`src/rtl/softmax_seq.sv`:
```
// softmax_seq: collects two serial float logits, launches the 2-class softmax,
// captures the probabilities, picks the argmax and hands one result per frame
// to the host. Watches the softmax with a response timeout and counts frames.
module softmax_seq #(
  parameter int TIMEOUT = 15,  // response wait in cycles after launch, >= 5
  parameter int CNT_W   = 16
) (
  input  logic             clk,
  input  logic             resetn,
  // logit stream from the last FC layer
  input  logic             fc_valid,
  input  logic [31:0]      fc_data,
  output logic             fc_ready,
  // softmax datapath
  output logic             sm_valid_in,
  output logic [31:0]      sm_class0,
  output logic [31:0]      sm_class1,
  input  logic             sm_valid_out,
  input  logic [31:0]      sm_percent0,
  input  logic [31:0]      sm_percent1,
  // host result
  output logic             res_valid,
  input  logic             res_ready,
  output logic             res_class,
  output logic [31:0]      res_percent0,
  output logic [31:0]      res_percent1,
  // status
  output logic [CNT_W-1:0] frame_cnt,
  output logic             err_timeout,
  input  logic             clr_err
);

  localparam int TW = $clog2(TIMEOUT + 1);
  localparam logic [TW-1:0] TMO_LAST = TW'(TIMEOUT - 1);

  typedef enum logic [2:0] {
    S_IDLE,
    S_GOT0,
    S_LAUNCH,
    S_WAIT,
    S_HOLD
  } state_e;

  state_e           state_q;
  logic [TW-1:0]    tmo_q;
  logic             fc_ready_q;
  logic             sm_vin_q;
  logic [31:0]      c0_q, c1_q;
  logic             res_valid_q;
  logic             res_class_q;
  logic [31:0]      p0_q, p1_q;
  logic [CNT_W-1:0] cnt_q;
  logic             err_q;

  logic accept;
  logic p1_wins;

  assign accept = fc_valid & fc_ready_q;
  // Probabilities are non-negative floats, so magnitude bits order them;
  // strict compare makes a tie resolve to class 0.
  assign p1_wins = sm_percent1[30:0] > sm_percent0[30:0];

  // Frame sequencer; every output comes straight from a register.
  always_ff @(posedge clk or negedge resetn) begin
    if (!resetn) begin
      state_q     <= S_IDLE;
      tmo_q       <= '0;
      fc_ready_q  <= 1'b0;
      sm_vin_q    <= 1'b0;
      c0_q        <= '0;
      c1_q        <= '0;
      res_valid_q <= 1'b0;
      res_class_q <= 1'b0;
      p0_q        <= '0;
      p1_q        <= '0;
      cnt_q       <= '0;
      err_q       <= 1'b0;
    end else begin
      sm_vin_q <= 1'b0;
      // A timeout set later in this block overrides a same-cycle clear.
      if (clr_err) err_q <= 1'b0;
      case (state_q)
        S_IDLE: begin
          fc_ready_q <= 1'b1;
          if (accept) begin
            c0_q    <= fc_data;
            state_q <= S_GOT0;
          end
        end
        S_GOT0: begin
          if (accept) begin
            c1_q       <= fc_data;
            fc_ready_q <= 1'b0;
            sm_vin_q   <= 1'b1;
            state_q    <= S_LAUNCH;
          end
        end
        S_LAUNCH: begin
          tmo_q   <= '0;
          state_q <= S_WAIT;
        end
        S_WAIT: begin
          tmo_q <= tmo_q + 1'b1;
          if (sm_valid_out) begin
            p0_q        <= sm_percent0;
            p1_q        <= sm_percent1;
            res_class_q <= p1_wins;
            res_valid_q <= 1'b1;
            state_q     <= S_HOLD;
          end else if (tmo_q == TMO_LAST) begin
            err_q      <= 1'b1;
            fc_ready_q <= 1'b1;
            state_q    <= S_IDLE;
          end
        end
        S_HOLD: begin
          if (res_ready) begin
            res_valid_q <= 1'b0;
            cnt_q       <= cnt_q + 1'b1;
            fc_ready_q  <= 1'b1;
            state_q     <= S_IDLE;
          end
        end
        default: begin
          fc_ready_q  <= 1'b0;
          res_valid_q <= 1'b0;
          state_q     <= S_IDLE;
        end
      endcase
    end
  end

  assign fc_ready     = fc_ready_q;
  assign sm_valid_in  = sm_vin_q;
  assign sm_class0    = c0_q;
  assign sm_class1    = c1_q;
  assign res_valid    = res_valid_q;
  assign res_class    = res_class_q;
  assign res_percent0 = p0_q;
  assign res_percent1 = p1_q;
  assign frame_cnt    = cnt_q;
  assign err_timeout  = err_q;

endmodule

```
`config.mk`:
```
export PLATFORM = sky130hd
export DESIGN_NAME = softmax_seq
export DESIGN_NICKNAME = d
export VERILOG_FILES = /design/src/rtl/softmax_seq.sv
export SDC_FILE = /design/constraint.sdc
export NUM_CORES = 1
export LEC_CHECK = 0
export CAP_MARGIN = 10
export CORE_MARGIN = 8
export CORE_UTILIZATION = 30
export DETAILED_ROUTE_END_ITERATION = 8
export SLEW_MARGIN = 20
export SYNTH_ARGS = -nofsm -noshare
export SYNTH_HDL_FRONTEND = slang
export SYNTH_SLANG_ARGS = --single-unit
export TNS_END_PERCENT = 20
```
`constraint.sdc`:
```
create_clock -name clk -period 4.6 [get_ports clk]
set_input_delay 0.92 -clock clk [delete_from_list [all_inputs] [get_ports clk]]
set_output_delay 0.92 -clock clk [all_outputs]
set_load 0.005 [all_outputs]
```
**Word-level counts from Yosys, hierarchy flattened**

Index checks and enable logic that the tools add are counted.

- Flip-flop bits (word level): 156
- Bits of input ports: 102
- Output and inout bits: 149
- Word-level logic and storage cells: 61

- Add/sub/neg operators: 2
- Magnitude comparators: 1
- Eq/ne operators: 12
- Mux-type cells: 21
- Bitwise operators: 3
- Reductions and logical operators: 10

Operators by type and width:

| kind | count |
|---|---|
| 31-bit greater-than comparator | 1 |
| 16-bit by 1-bit adder with 16-bit output (second input constant) | 1 |
| 3-bit 2-to-1 mux | 5 |
| 3-bit one-hot mux with 5 select lines | 1 |
| 1-bit 2-to-1 mux | 12 |
| 2-bit inequality test (second input constant) | 6 |
| 4-bit one-hot mux with 2 select lines | 1 |
| 2-bit AND reduction | 4 |
| 3-bit by 2-bit equality test with 1-bit output (second input constant) | 2 |
| 1-bit one-hot mux with 5 select lines | 1 |
| 5-bit AND reduction | 1 |
| 4-bit by 1-bit adder with 4-bit output (second input constant) | 1 |
| 4-bit equality test (second input constant) | 1 |
| 4-bit AND reduction | 1 |
| 3-bit by 1-bit equality test with 1-bit output (second input constant) | 1 |
| 3-bit equality test (second input constant) | 1 |
| 3-bit logical NOT | 1 |
| 3-bit inequality test (second input constant) | 1 |
| 1-bit one-hot mux with 3 select lines | 1 |
| 3-bit AND reduction | 1 |
| 3-bit OR reduction | 1 |
| 1-bit inverter | 2 |
| 2-bit nonzero test | 1 |
| 1-bit bitwise AND | 1 |

**Depth between registers and ports, before layout**

Gate-level depths: netlist (run 1).

- Depth after elaboration: 4
- Mapped depth: 7

**Worst setup path before layout (run 1)**

No wires, ideal clock.

- Path kind: input-to-reg
- From: in sm_percent0[29]
- To: reg res_class_q, in the netlist res_class
- Setup time: 139 ps
- Data arrival time: 2,134 ps
- Slack: 2,328 ps
- Stages: 7
- Cells stage by stage: inv_1 -> ha_1 -> a21oi_1 -> nand2_1 -> a211o_1 -> a2111oi_0 -> a21oi_1

- Word-level cells in the longest chain between the ends: 1

RTL lines:

| item | line | RTL |
|---|---|---|
| start, declared | 19 | `input logic [31:0] sm_percent0,` |
| 31-bit greater-than comparator | 61 | `assign p1_wins = sm_percent1[30:0] > sm_percent0[30:0];` |
| end signal, assigned | 107 | `res_class_q <= p1_wins;` |
| end, declared | 50 | `logic res_class_q;` |

Every way passes these cells.
A chain may end at the register's enable or synchronous reset.

**Worst setup path in the final report (run 1)**

Ends and elaborated chain as after synthesis.

==> results of run 1 <==
-- kinds of logic (layout without fill, tap and decap cells) --
family	Yosys count	in the layout	share of synthesized area, %
AOI/OAI and AO/OA	77	77	6.505
buffers and inverters	54	321	3.234
xor gates and xnor gates	15	15	2.063
and+or+nand+nor	95	95	7.192
adders and majority gates	34	34	6.319
muxes	100	100	16.71
DFF	156	156	57.98
-- synth_stat cells (2+ instances only) --
master	n
dfrtp_1	156
mux2_2	97
nand2_1	44
o21ai_0	41
ha_1	34
inv_1	34
a21oi_1	17
clkbuf_1	13
nand3_1	11
nand4_1	11
nor2_1	10
xnor2_1	10
buf_2	6
a21o_1	4
xor2_1	4
a22o_1	3
and4_4	3
nand3b_1	3
nor3_1	3
a211oi_1	2
a21boi_0	2
a31oi_1	2
and4_1	2
mux2_1	2
nand2b_1	2
-- power breakdown --
group	switching (mW)	internal [mW]
Clock	0.673	0.733
Sequential	0.360	1.98
Combinational	0.801	1.58
-- metrics by stage --
stage	utilization [%]	instances	area [µm²]	hold WS, ns	power [mW]
2_1_floorplan	-	531	6733	0.4684	3.207
3_3_place_gp	42.79	1051	9569	0.4618	4.755
3_5_place_dp	42.79	1051	9569	0.4692	4.788
4_1_cts	45.46	1083	10170	0.4793	6.241
5_1_grt	45.46	1083	10170	0.5107	6.560
6_report	45.46	1083	10170	0.4782	6.123
-- flip-flops by register name (all words and copies together) (netlist names) --
signal / flops
res_percent1: 32
res_valid: 1
state_q: 3
res_class: 1
res_percent0: 32
fc_ready: 1
err_timeout: 1
sm_valid_in: 1
sm_class0: 32
sm_class1: 32
tmo_q: 4
frame_cnt: 16
-- cell type report --
class,instances,share of cell area (%)
clock buffers,17,4.184
clock inverters,15,1.698
inverters,34,1.255
multi-input cells,321,25.84
flip-flops and latches,156,38.40
well taps,285,3.507
repair buffers,255,25.12
-- worst min-delay path, stage by stage, from the launching register on --
cell and delay, ns:
dfrtp_1 0.34, nand2_1 0.05, o21ai_0 0.06
-- path summary, 6_finish.rpt --
kind / end / startpoint / slack (ns) / cells past startpoint
setup / recovery: res_class / sm_percent0[29] / 1.87 / 8
hold / removal: res_percent0[2] / res_percent0[2] / 0.48 / 2
setup reg to reg: res_class / state_q[0] / 2.39 / 4
hold reg to reg: res_percent0[2] / res_percent0[2] / 0.48 / 2
max in group asynchronous: res_percent0[0] / resetn / 3.16 / 2
min in group asynchronous: frame_cnt[9] / resetn / 0.57 / 1
-- routing by layer --
layer | vias up | routed length (µm) | share of wire, % | global-route usage [%]
met2 | 163 | 8365 | 45 | 21.23
met1 | 2348 | 8291 | 45 | 17.27
li1 | 2367 | - | - | -
met3 | 7 | 1657 | 9.0 | 6.465
met5 | - | 0 | 0 | 0
met4 | 0 | 119 | 0.65 | 2.727
==> impl_metrics.json, run 1 <==
{
  "arrival_ns": 2.99,
  "antenna_found_initial": 0,
  "drv_slew": 0,
  "drive_above_1_share_pct": 17.92,
  "max_cap_viol_count": 0,
  "path_clk_slew_ns": 0.06,
  "post-place-ws_ns": 1.319,
  "p_leak_nw": 4.431,
  "tns_ns": 0,
  "crit_slowest_cell": "a2111oi_0",
  "clk_latency_ns": 0.42,
  "drc": 0,
  "yosys.area.top_type": "dfrtp_1",
  "syn_avg_cell_area_um2": 12.68,
  "setup_viol": 0,
  "h-tree-depth": 4,
  "initial_core_util_pct": 30.10,
  "post-cts-setup-buffer-count": 0,
  "max_stage_delay_ns": 0.56,
  "io_buffers": 250,
  "tritoncts": "yes",
  "nets": 921,
  "die_area_mm2": 0.02749,
  "grt_pass1_wl_um": 30640,
  "synth_top_area_share_pct": 57.98,
  "path_buf_inv": 2,
  "worstPathMaxFanout": 3,
  "n_fill_cell": 2109,
  "cts_resized": 0,
  "num_io_pins": 251,
  "netlist_area_mm2": 0.006733,
  "ys_ff_latch": 156,
  "required_ns": 4.86,
  "design.core.area_mm2": 0.02237,
  "worstSetupStartpointType": "primary input",
  "via_per_inst": 4.511,
  "worst_slack_ns": 1.872,
  "holdBufCountCts": 0,
  "multi_input_area_mm2": 0.002628,
  "skew_ns": 0.01042,
  "synth_ff_type": "dfrtp_1",
  "grt-ovfl-total": 0,
  "hpwl_um": 13780,
  "cts.sinks": 156,
  "n_antenna_cell": 0,
  "root_buffer": "clkbuf_16",
  "dr.pass1.iters": 4,
  "fp.dieW_um": 165.8,
  "clock_path_buffers": 2,
  "grt_usage_pct": 13.72,
  "slew_headroom_pct": 42.16,
  "num_rows": 55,
  "irDropWorstVdd_uv": 227.9,
  "status": "completed",
  "worstMarginPinSlew_ns": 0.8676,
  "postSynth.asyncResetShare_pct": 100.0,
  "synth.area.top_cells": "dfrtp_1 58%, mux2_2 16%, ha_1 6.3%",
  "seqCellArea_mm2": 0.003904,
  "synth_edf_count": 0,
  "syn2layout_area_growth_pct": 51.01,
  "yosysSeqAreaShare_pct": 57.98,
  "drt-total-wl_um": 18430,
  "grt_max_degree": 95,
  "dr_total_vias": 4885,
  "rsz0062_at_grt": "false",
  "layout_common_cells": "249 x clkdlybuf4s50_1, 156 x dfrtp_1, 97 x mux2_2, 44 x nand2_1, 41 x o21ai_0",
  "die_y_um": 165.8,
  "hold_viol": 0,
  "synth_cells": 531,
  "ys_types": 40,
  "drtIter0Drc": 260,
  "end_kind": "register",
  "fin_crit_sh_pct": 59.30,
  "path_class": "primary input to register",
  "cp_common_cell": "a21oi_1",
  "ys_warn_count": 0,
  "synth_nets": 667,
  "crit_family": "compound AO/OA/AOI/OAI gates",
  "antenna_left": 0,
  "min_period_ns": 2.728,
  "crit_chain": "clkdlybuf4s50_1 > inv_1 > ha_1 > a21oi_1 > nand2_1 > a211o_1 > a2111oi_0 > a21oi_1",
  "place_congestion": 0.7602,
  "fmax_mhz": 366.6,
  "hold_path.class": "register to register",
  "final_common_cell": "clkdlybuf4s50_1",
  "grt_pass1_vias": 5324,
  "wl_per_cell_um": 17.02,
  "numCtsBuffers": 17,
  "p_per_area_mw_per_mm2": 602.2
}
No activity file was read; power rests on OpenSTA's default activity.
==> inputs of run 2 (changes only) <==
==> constraint.sdc (replaced) <==
create_clock -name clk -period 2.65 [get_ports clk]
set_input_delay 0.53 -clock clk [delete_from_list [all_inputs] [get_ports clk]]
set_output_delay 0.53 -clock clk [all_outputs]
set_load 0.005 [all_outputs]
==> impl_metrics.json, run 2 (synthesis gave the netlist of run 1 again) <==
{
  "crit_chain": "clkdlybuf4s50_1 > inv_1 > ha_1 > a21oi_1 > nand2_1 > a211o_1 > a2111oi_0 > buf_4 > a21oi_1",
  "design.core.area_mm2": 0.02237,
  "min_period_ns": 2.260,
  "num_rows": 55,
  "syn2layout_area_growth_pct": 52.74,
  "hold_start": "frame_cnt[15]",
  "fin_area_mm2": 0.01028,
  "dr_total_vias": 4906,
  "drive_above_1_share_pct": 18.41,
  "worst_slack_ns": 0.3902,
  "nets": 927,
  "grt_pass1_wl_um": 30350,
  "p_sw_mw": 3.105,
  "placed_cells": 1056,
  "clockPowerShare_pct": 23.6,
  "slew_headroom_pct": 65.36,
  "crit_path_start": "sm_percent0[29]",
  "end_kind": "register",
  "grt-ovfl-total": 0,
  "worstMarginPinSlew_ns": 0.5197,
  "final_common_cell": "clkdlybuf4s50_1",
  "swShare_pct": 28.80,
  "crit_slowest_cell": "clkdlybuf4s50_1",
  "post_dp_cell_area_mm2": 0.009657,
  "n_fill_cell": 2078,
  "holdBufCountCts": 1,
  "finalNonFillerCells": 1089,
  "hold_viol": 0,
  "clk_latency_ns": 0.41,
  "worstSetupStartpointType": "primary input",
  "place_congestion": 0.7484,
  "post-place-ws_ns": -0.01992,
  "grt_max_degree": 93,
  "drt-total-wl_um": 18410,
  "arrival_ns": 2.55,
  "worstPathMaxFanout": 3,
  "holdWs_ns": 0.4747,
  "max_stage_delay_ns": 0.45,
  "antenna_left": 0,
  "antenna_found_initial": 0,
  "via_per_inst": 4.505,
  "cp_common_cell": "a21oi_1",
  "grt_pass1_vias": 5274,
  "n_antenna_cell": 0,
  "dr.pass1.iters": 5,
  "multi_input_area_mm2": 0.002628,
  "max_cap_viol_count": 0,
  "cts.sinks": 156,
  "wl_per_cell_um": 16.90,
  "p_total_mw": 10.78,
  "numCtsBuffers": 17,
  "power_frac_seq_pct": 37.5,
  "layout_common_cells": "249 x clkdlybuf4s50_1, 156 x dfrtp_1, 97 x mux2_2, 44 x nand2_1, 41 x o21ai_0",
  "hold_path.class": "register to register",
  "p_leak_nw": 4.485,
  "r2r-start": "state_q[2]",
  "drtIter0Drc": 189,
  "hpwl_um": 13800,
  "p_per_area_mw_per_mm2": 1049,
  "path_class": "primary input to register",
  "seqCellArea_mm2": 0.003904,
  "irDropWorstVdd_uv": 407.2,
  "crit_family": "compound AO/OA/AOI/OAI gates",
  "clock_path_buffers": 2,
  "setup_viol": 0,
  "skew_ns": 0.01233,
  "combPwrFrac_pct": 38.9,
  "die_area_mm2": 0.02749,
  "h-tree-depth": 4,
  "num_io_pins": 251,
  "io_buffers": 250,
  "path_clk_slew_ns": 0.07,
  "status": "completed",
  "cts_resized": 0,
  "grt_usage_pct": 13.65,
  "fp.dieW_um": 165.8,
  "required_ns": 2.94,
  "die_y_um": 165.8,
  "initial_core_util_pct": 30.10,
  "drc": 0,
  "drv_slew": 0,
  "fmax_mhz": 442.5,
  "post-cts-setup-buffer-count": 0,
  "tritoncts": "yes",
  "rsz0062_at_grt": "false",
  "fin_crit_sh_pct": 85.28,
  "root_buffer": "clkbuf_16",
  "path_buf_inv": 3,
  "intPower_mw": 7.678
}
[run 2: cell types whose count changed in the layout (fill, tap and decap cells not counted)]
cell and delta:
buf_4 +1, inv_8 -2, inv_6 +3, clkinv_4 -2, clkinv_8 -3, buf_12 +4, clkinvlp_4 +1, dlygate4sd3_1 +1
clkbuf_8 +1, bufinv_16 +2
[run 2: power by group through the flow]
stage | Combinational (mW) | Clock, mW | Sequential [mW]
after floorplan | 1.48 | 0 | 4.09
after global placement | 4.25 | 0 | 4.06
after detailed placement | 4.28 | 0 | 4.09
after CTS | 4.30 | 2.65 | 4.06
after global routing | 4.57 | 2.74 | 4.21
final | 4.19 | 2.55 | 4.04
[run 2: layout make-up]
| class | instances | share of cell area, % |
|---|---|---|
| sequential | 156 | 37.96 |
| timing repair buffer | 261 | 25.78 |
| multi-input combinational | 321 | 25.55 |
| clock buffer | 18 | 4.271 |
| tap | 285 | 3.468 |
| clock inverter | 14 | 1.728 |
| inverter | 34 | 1.241 |
[run 2: worst register-to-register path, cell delays in order (launching register included)]
cell	delay (ns)
dfrtp_1	0.54
nand4b_1	0.34
a211o_1	0.31
a2111oi_0	0.43
buf_4	0.19
a21oi_1	0.05
[run 2: routing by layer]
metal	share of wire [%]	track usage, %	vias to the layer above
met4	0.88	3.794	0
met2	45	20.64	163
met1	46	17.45	2334
met5	0	0	-
met3	8.5	5.990	11
li1	-	-	2398
[run 2: stage by stage]
step / TNS, ns / utilization, %
2_1_floorplan: 0 / -
3_3_place_gp: -0.01526 / 43.18
3_5_place_dp: -0.01992 / 43.18
4_1_cts: 0 / 45.98
5_1_grt: 0 / 45.98
6_report: 0 / 45.98
[run 2: path summary, 6_finish.rpt]
path | slack (ns) | depth (start not counted) | to
min in group asynchronous | 0.48 | 2 | frame_cnt[9]
setup reg to reg | 0.66 | 5 | res_class
max in group asynchronous | 1.45 | 3 | res_percent0[4]
hold / removal | 0.47 | 1 | frame_cnt[15]
hold reg to reg | 0.47 | 1 | frame_cnt[15]
setup / recovery | 0.39 | 9 | res_class
